File: config.mk
export PLATFORM = sky130hd
export DESIGN_NAME = write_status_struct
export DESIGN_NICKNAME = d
export VERILOG_FILES = /design/src/rtl/write_status_struct_pkg.sv /design/src/rtl/write_status_struct.sv
export SDC_FILE = /design/constraint.sdc
export NUM_CORES = 2
export LEC_CHECK = 0
export ABC_CLOCK_PERIOD_IN_PS = 90000
export CORE_AREA = 4 4 660 662
export DETAILED_ROUTE_END_ITERATION = 8
export DIE_AREA = 0 0 664 666
export PLACE_DENSITY_LB_ADDON = 0.15
export SLEW_MARGIN = 10
export SYNTH_ARGS = -nofsm -noshare
export SYNTH_HDL_FRONTEND = slang
export SYNTH_SLANG_ARGS = --single-unit
File: constraint.sdc
create_clock -name clk -period 90 [get_ports clk]
set_input_delay 13.5 -clock clk [delete_from_list [all_inputs] [get_ports clk]]
set_output_delay 13.5 -clock clk [all_outputs]
set_load 0.05 [all_outputs]
File: src/rtl/write_status_struct_pkg.sv
// Shared types and widths for the status-struct writer.
//   CL_WIDTH  : bits per cache line
//   CL_ADDR_W : cache-line address width
//   TAG_W     : write request/response tag width
//   ss_state_t: writer FSM state
package write_status_struct_pkg;

    localparam int CL_WIDTH  = 512;
    localparam int CL_ADDR_W = 58;
    localparam int TAG_W     = 9;

    typedef enum logic [1:0] {
        S_IDLE     = 2'd0,
        S_SEND     = 2'd1,
        S_WAIT_ACK = 2'd2,
        S_DONE     = 2'd3
    } ss_state_t;

endpackage

File: src/rtl/write_status_struct.sv
// Writes an AFU status struct (up to MAX_NUM_STATUS_CL cache lines) to host
// memory at base_addr: one TX write per line, then waits for a response for
// every issued write and raises a sticky done flag.
// Ports:
//   clk, rst_n             : clock, async active-low reset
//   put_status_struct      : start pulse (honoured only in IDLE/DONE)
//   base_addr              : line address of line 0
//   status_struct_length   : requested line count (clamped to MAX_NUM_STATUS_CL)
//   afu_status_struct      : status lines, line i at [512*(i+1)-1:512*i]
//   ss_tx_wr_*             : write request channel (valid/free handshake)
//   ss_rx_wr_tag/valid     : write responses
//   status_struct_busy/done: progress flags
module write_status_struct
    import write_status_struct_pkg::*;
#(
    parameter int MAX_NUM_STATUS_CL = 2
) (
    input  logic                                  clk,
    input  logic                                  rst_n,
    input  logic                                  put_status_struct,
    input  logic [CL_ADDR_W-1:0]                  base_addr,
    input  logic [31:0]                           status_struct_length,
    input  logic [MAX_NUM_STATUS_CL*CL_WIDTH-1:0] afu_status_struct,
    output logic [CL_ADDR_W-1:0]                  ss_tx_wr_addr,
    output logic [TAG_W-1:0]                      ss_tx_wr_tag,
    output logic [CL_WIDTH-1:0]                   ss_tx_wr_data,
    output logic                                  ss_tx_wr_valid,
    input  logic                                  ss_tx_wr_free,
    input  logic [TAG_W-1:0]                      ss_rx_wr_tag,
    input  logic                                  ss_rx_wr_valid,
    output logic                                  status_struct_busy,
    output logic                                  status_struct_done
);

    localparam int SNAP_W = MAX_NUM_STATUS_CL * CL_WIDTH;

    ss_state_t             state_q, state_d;
    logic [SNAP_W-1:0]     snap_q, snap_d;
    logic [CL_ADDR_W-1:0]  base_q, base_d;
    logic [31:0]           num_q, num_d;
    logic [31:0]           wr_cnt_q, wr_cnt_d;
    logic [31:0]           acks_q, acks_d;
    logic [CL_ADDR_W-1:0]  addr_q, addr_d;
    logic [TAG_W-1:0]      tag_q, tag_d;
    logic [CL_WIDTH-1:0]   data_q, data_d;
    logic                  valid_q, valid_d;
    logic                  busy_q, busy_d;
    logic                  done_q, done_d;

    logic                  start;
    logic                  ack_in;
    logic [31:0]           num_clamp;
    logic [CL_WIDTH-1:0]   line_sel;

    // Responses are counted, not matched; the tag is intentionally unused.
    logic unused_tag;
    assign unused_tag = ^ss_rx_wr_tag;

    always_comb begin
        start     = put_status_struct && (state_q == S_IDLE || state_q == S_DONE);
        ack_in    = ss_rx_wr_valid && (state_q == S_SEND || state_q == S_WAIT_ACK);
        num_clamp = (status_struct_length > 32'(MAX_NUM_STATUS_CL))
                    ? 32'(MAX_NUM_STATUS_CL) : status_struct_length;

        // wr_cnt < num_q <= MAX whenever this is used, so one match always hits.
        line_sel = '0;
        for (int i = 0; i < MAX_NUM_STATUS_CL; i++) begin
            if (wr_cnt_q == 32'(i)) line_sel = snap_q[i*CL_WIDTH +: CL_WIDTH];
        end

        state_d  = state_q;
        snap_d   = start ? afu_status_struct : snap_q;
        base_d   = base_q;
        num_d    = num_q;
        wr_cnt_d = wr_cnt_q;
        acks_d   = acks_q;
        addr_d   = addr_q;
        tag_d    = tag_q;
        data_d   = data_q;
        valid_d  = valid_q;
        busy_d   = busy_q;
        done_d   = done_q;

        unique case (state_q)
            S_IDLE, S_DONE: begin
                if (start) begin
                    base_d   = base_addr;
                    num_d    = num_clamp;
                    wr_cnt_d = '0;
                    acks_d   = '0;
                    valid_d  = 1'b0;
                    if (num_clamp == '0) begin
                        state_d = S_DONE;
                        done_d  = 1'b1;
                        busy_d  = 1'b0;
                    end else begin
                        state_d = S_SEND;
                        done_d  = 1'b0;
                        busy_d  = 1'b1;
                    end
                end
            end
            S_SEND: begin
                // Output register only moves when empty or being accepted,
                // so a stalled request is held exactly as issued.
                if (!valid_q || ss_tx_wr_free) begin
                    if (wr_cnt_q < num_q) begin
                        valid_d  = 1'b1;
                        addr_d   = base_q + CL_ADDR_W'(wr_cnt_q);
                        tag_d    = wr_cnt_q[TAG_W-1:0];
                        data_d   = line_sel;
                        wr_cnt_d = wr_cnt_q + 32'd1;
                    end else begin
                        valid_d = 1'b0;
                        state_d = S_WAIT_ACK;
                    end
                end
            end
            S_WAIT_ACK: begin
                if (acks_q == num_q) begin
                    state_d = S_DONE;
                    done_d  = 1'b1;
                    busy_d  = 1'b0;
                end
            end
            default: state_d = S_IDLE;
        endcase

        if (ack_in) acks_d = acks_q + 32'd1;
    end

    // Snapshot keeps its contents through reset.
    always_ff @(posedge clk) begin
        snap_q <= snap_d;
    end

    always_ff @(posedge clk or negedge rst_n) begin
        if (!rst_n) begin
            state_q  <= S_IDLE;
            base_q   <= '0;
            num_q    <= '0;
            wr_cnt_q <= '0;
            acks_q   <= '0;
            addr_q   <= '0;
            tag_q    <= '0;
            data_q   <= '0;
            valid_q  <= 1'b0;
            busy_q   <= 1'b0;
            done_q   <= 1'b0;
        end else begin
            state_q  <= state_d;
            base_q   <= base_d;
            num_q    <= num_d;
            wr_cnt_q <= wr_cnt_d;
            acks_q   <= acks_d;
            addr_q   <= addr_d;
            tag_q    <= tag_d;
            data_q   <= data_d;
            valid_q  <= valid_d;
            busy_q   <= busy_d;
            done_q   <= done_d;
        end
    end

    assign ss_tx_wr_addr      = addr_q;
    assign ss_tx_wr_tag       = tag_q;
    assign ss_tx_wr_data      = data_q;
    assign ss_tx_wr_valid     = valid_q;
    assign status_struct_busy = busy_q;
    assign status_struct_done = done_q;

endmodule
==> metrics.log <==
INFO  metric wire_length_of_the_first_global_routing_pass = roughly 460000 um
INFO  metric first_global_vias = ~48000
INFO  metric max_cap_violations = 0
INFO  metric syn_nets = 5831
INFO  metric clk_transition_reported_paths = about 60 ps
INFO  metric numPortBuffers = 1700
INFO  metric synth_sequential_area_ratio = 0.751
INFO  metric worst_ir_drop_vdd = between 0.02 and 0.025 mV
INFO  metric cts_setup_buffers = 0
INFO  metric number_of_vias_per_cell = about 3.8
INFO  metric syn_area = roughly 0.066 mm^2
INFO  metric synth_ff_type = sky130_fd_sc_hd__edfxtp_1
INFO  metric globalplace.congestion = between 0.8 and 0.9
INFO  metric cp.arrival = around 19000 ps
INFO  metric initial_utilization = 0.152
INFO  metric synth_compound_area_frac = 0.0959
INFO  metric startpoint_type = input pin
INFO  metric num_io_pins = ~1700
INFO  metric global_route.overflow_total = 0
INFO  metric placedCellCount = 11800
INFO  metric most-common-layout-cells = 1675 x sky130_fd_sc_hd__clkdlybuf4s50_1, 1105 x sky130_fd_sc_hd__nor2_1, 1024 x sky130_fd_sc_hd__edfxtp_1
INFO  metric whs_path_depth = 2
INFO  metric drt_pre_antenna_iters = 5
INFO  metric grt_max_degree = approximately 150
INFO  metric cts_made_buffers = 225
INFO  metric design.die.area = ~0.44 mm^2
INFO  metric clk_latency = 910 ps
INFO  metric reg2regPathDepth = 13
INFO  metric cts-htree-levels = 4
INFO  metric leakagePower = 34.2 nW
INFO  metric setup.reg_to_reg.worst_slack = approximately 84000 ps
INFO  metric synth_simple_gate_area_share = 0.0941
INFO  metric die_y_extent = 666 um
INFO  metric most_frequent_cell_on_critical_path = sky130_fd_sc_hd__buf_4
INFO  metric worstHoldEndpoint = ss_tx_wr_data[403]
INFO  metric power_density = 41.5 mW/mm^2
INFO  metric grt_antenna_before_repair = approximately 230
INFO  metric critPathBufInv = 8
INFO  metric most_frequent_standard_cell_in_the_layout_excluding_fill_and_tap_cells = sky130_fd_sc_hd__clkdlybuf4s50_1
INFO  metric ys_ff_latch = 1762
INFO  metric holdWs = ~470 ps
INFO  metric syn_avg_cell_area = approximately 14 um^2
INFO  metric synth_xor_xnor_area_share = 0.0126
INFO  metric drtAntennaViolNets = 0
INFO  metric unrepaired_setup_endpoints_after_global_routing = false
INFO  metric drv_slew = 0
INFO  metric ctsLongestPathBuffers = 4
INFO  metric worst_clock_skew = 81.4 ps
INFO  metric critPathKind = in2reg
INFO  metric worstHoldPathType = reg2reg
INFO  metric critPathSlowestCell = sky130_fd_sc_hd__buf_4
INFO  metric detailedPlacementHpwl = between 200000 and 300000 um
INFO  metric yosys.area_share.adder = 0.0137
INFO  metric globalRouteTotalUtil = 0.152
INFO  metric largest_family_of_logic_cells_by_synthesized_area = compound AO/OA/AOI/OAI gates
INFO  metric detailroute.via_count = approximately 47000
INFO  metric nets = around 7600
INFO  metric path_max_fanout = around 120
INFO  metric critical_path_required = just over 90000 ps
INFO  metric post_drt_wl_per_cell = between 20 and 30 um
INFO  metric layout-drive-gt1-share = 0.0801
INFO  metric relSlewSlack = 0.105
INFO  metric rows = 241
INFO  metric synth.distinct_cells = slightly below 80
INFO  metric fmaxAchievable = roughly 54 MHz
INFO  metric stdcell_count = 12300
INFO  metric cell_count_after_synthesis = roughly 4600
INFO  metric die_x = about 660 um
INFO  metric drc_violations_left = 0
INFO  metric crit-reg2reg-launch = wr_cnt_q[31]
INFO  metric cts.repair.resized = 0
INFO  metric cts_tree = done
INFO  metric synth_async_sr_flop_share = 0.419
INFO  metric post-route-period-util = 0.207
INFO  metric ctsRootBufferMaster = sky130_fd_sc_hd__clkbuf_16
INFO  metric final-setup-viol-count = 0
INFO  metric first_iter_violations = 3350
INFO  metric synth_edf_count = 1024
INFO  metric outcome = finished clean
INFO  metric area_delta_synth_final = 47.4%
INFO  metric crit_chain = clkdlybuf4s50_1 > nand2_1 > buf_4 > inv_8 > buf_12 > buf_4 > buf_4 > buf_4 > buf_4
INFO  metric timing.rr.end = ss_tx_wr_data[127]
INFO  metric wirelength = 352000 um
INFO  metric placeable_core_region = 0.430 mm^2
INFO  metric synth_warnings = 0
INFO  metric crit_path_max_incr_delay = approximately 900 ps
INFO  metric cpLargestDelayFamily = buffers and inverters
INFO  metric fin_crit = 18640 ps
INFO  metric worstMarginPinSlew = ~1300 ps
INFO  metric setup.worst_path.end_class = flop
INFO  metric multiplexer_area_fraction_after_synthesis = 0.0101
INFO  metric final.setup.tns = 0 ps
INFO  metric post_cts_hold_buffer_count = 0
INFO  metric clock_sink_count = 1762
INFO  metric hold_path_startpoint = snap_q[915]
INFO  metric finalHoldViolations = 0
## how the worst max path moves through the flow
stage | cells after the start | start | slack, ps | endpoint
after global placement | 9 | put_status_struct | 70490 | snap_q[163]
after CTS | 9 | put_status_struct | 71410 | snap_q[740]
after global routing | 9 | put_status_struct | 70970 | snap_q[740]
final | 9 | put_status_struct | 71360 | snap_q[740]
after floorplan | 4 | put_status_struct | 46510 | snap_q[0]
after detailed placement | 9 | put_status_struct | 70390 | snap_q[163]
## sequential cells by signal, summed over array words and instances, names as in the netlist
| signal | count |
|---|---|
| snap_q | 1024 |
| ss_tx_wr_addr | 58 |
| ss_tx_wr_valid | 1 |
| num_q | 32 |
| status_struct_busy | 1 |
| ss_tx_wr_data | 512 |
| wr_cnt_q | 32 |
| ss_tx_wr_tag | 9 |
| base_q | 58 |
| status_struct_done | 1 |
| acks_q | 32 |
| state_q | 2 |
## power by group
part / switching (W) / internal [W]
Clock: 0.000384 / 0.000523
Sequential: 0.000165 / 0.00120
Combinational: 0.00127 / 0.000459
Total: 0.00182 / 0.00219
## metrics by stage
step	utilization	instance area (um^2)	worst slack, ps	total power [W]
global route	0.224	96400	70970	0.00421
CTS	0.224	96400	71410	0.00411
floorplan	-	65500	46510	0.00256
finish	0.225	96500	71360	0.00401
global placement	0.207	89100	70490	0.00317
detailed placement	0.207	89100	70390	0.00318
## cells by family (layout without fill, tap and decap cells)
kind of cell,Yosys count,after routing
buffers and inverters,342,2264
AND/OR/NAND/NOR,1492,1492
other,0,52
flip-flops,1762,1762
AO/OA/AOI/OAI,811,811
XOR/XNOR,94,94
multiplexers,60,60
adder cells (fa/ha/maj),71,71
## synthesized netlist by cell type, types with 4 or more instances
master / count / area (um^2)
sky130_fd_sc_hd__o21a_1: 7 / 52.6
sky130_fd_sc_hd__o21bai_1: 6 / 45.0
sky130_fd_sc_hd__o21ai_0: 121 / 606
sky130_fd_sc_hd__and3_1: 8 / 50.1
sky130_fd_sc_hd__or2_2: 7 / 43.8
sky130_fd_sc_hd__o211ai_1: 13 / 97.6
sky130_fd_sc_hd__buf_1: 10 / 37.5
sky130_fd_sc_hd__xor2_1: 17 / 149
sky130_fd_sc_hd__or3_1: 19 / 119
sky130_fd_sc_hd__nor4b_1: 4 / 35.0
sky130_fd_sc_hd__nand3_1: 51 / 255
sky130_fd_sc_hd__nand2b_1: 6 / 37.5
sky130_fd_sc_hd__a21o_1: 10 / 75.1
sky130_fd_sc_hd__mux2i_1: 9 / 90.1
sky130_fd_sc_hd__ha_1: 70 / 876
sky130_fd_sc_hd__a31oi_1: 7 / 43.8
sky130_fd_sc_hd__a21oi_1: 75 / 375
sky130_fd_sc_hd__edfxtp_1: 1024 / 30700
sky130_fd_sc_hd__a221oi_1: 513 / 4490
sky130_fd_sc_hd__clkbuf_1: 182 / 683
sky130_fd_sc_hd__or4_1: 8 / 60.1
sky130_fd_sc_hd__inv_1: 56 / 210
sky130_fd_sc_hd__o31ai_1: 16 / 120
sky130_fd_sc_hd__buf_4: 20 / 150
sky130_fd_sc_hd__nand4_1: 41 / 257
sky130_fd_sc_hd__buf_2: 70 / 350
sky130_fd_sc_hd__nor2b_1: 9 / 56.3
sky130_fd_sc_hd__nor4_1: 22 / 138
sky130_fd_sc_hd__a211oi_1: 9 / 67.6
sky130_fd_sc_hd__dfrtp_1: 738 / 18500
sky130_fd_sc_hd__nor3_1: 20 / 100
sky130_fd_sc_hd__nor2_1: 1107 / 4160
sky130_fd_sc_hd__xnor2_1: 77 / 674
sky130_fd_sc_hd__mux2_2: 51 / 574
sky130_fd_sc_hd__nand2_1: 169 / 634
## layout make-up
type	instances	area, um^2
tap	5710	7140
inverter	57	221
sequential	1762	49200
multi-input combinational	2528	14900
timing repair buffer	1785	17700
fill	45700	333000
antenna	52	130
clock buffer	318	6360
clock inverter	104	905
## layer usage
layer | wire length [um] | vias up | track usage
met3 | 27600 | 648 | 0.0529
met2 | 190000 | 1660 | 0.289
met4 | 9990 | 146 | 0.0375
met1 | 124000 | 23500 | 0.158
met5 | 953 | - | 0
li1 | - | 20800 | -
## tightest hold or removal path, delay by kind of cell (launching register included)
family           cells  cell delay [ps]
flip-flops           1              320
AO/OA/AOI/OAI        1               70
AND/OR/NAND/NOR      1               80
(Power assumes the default switching activity.)
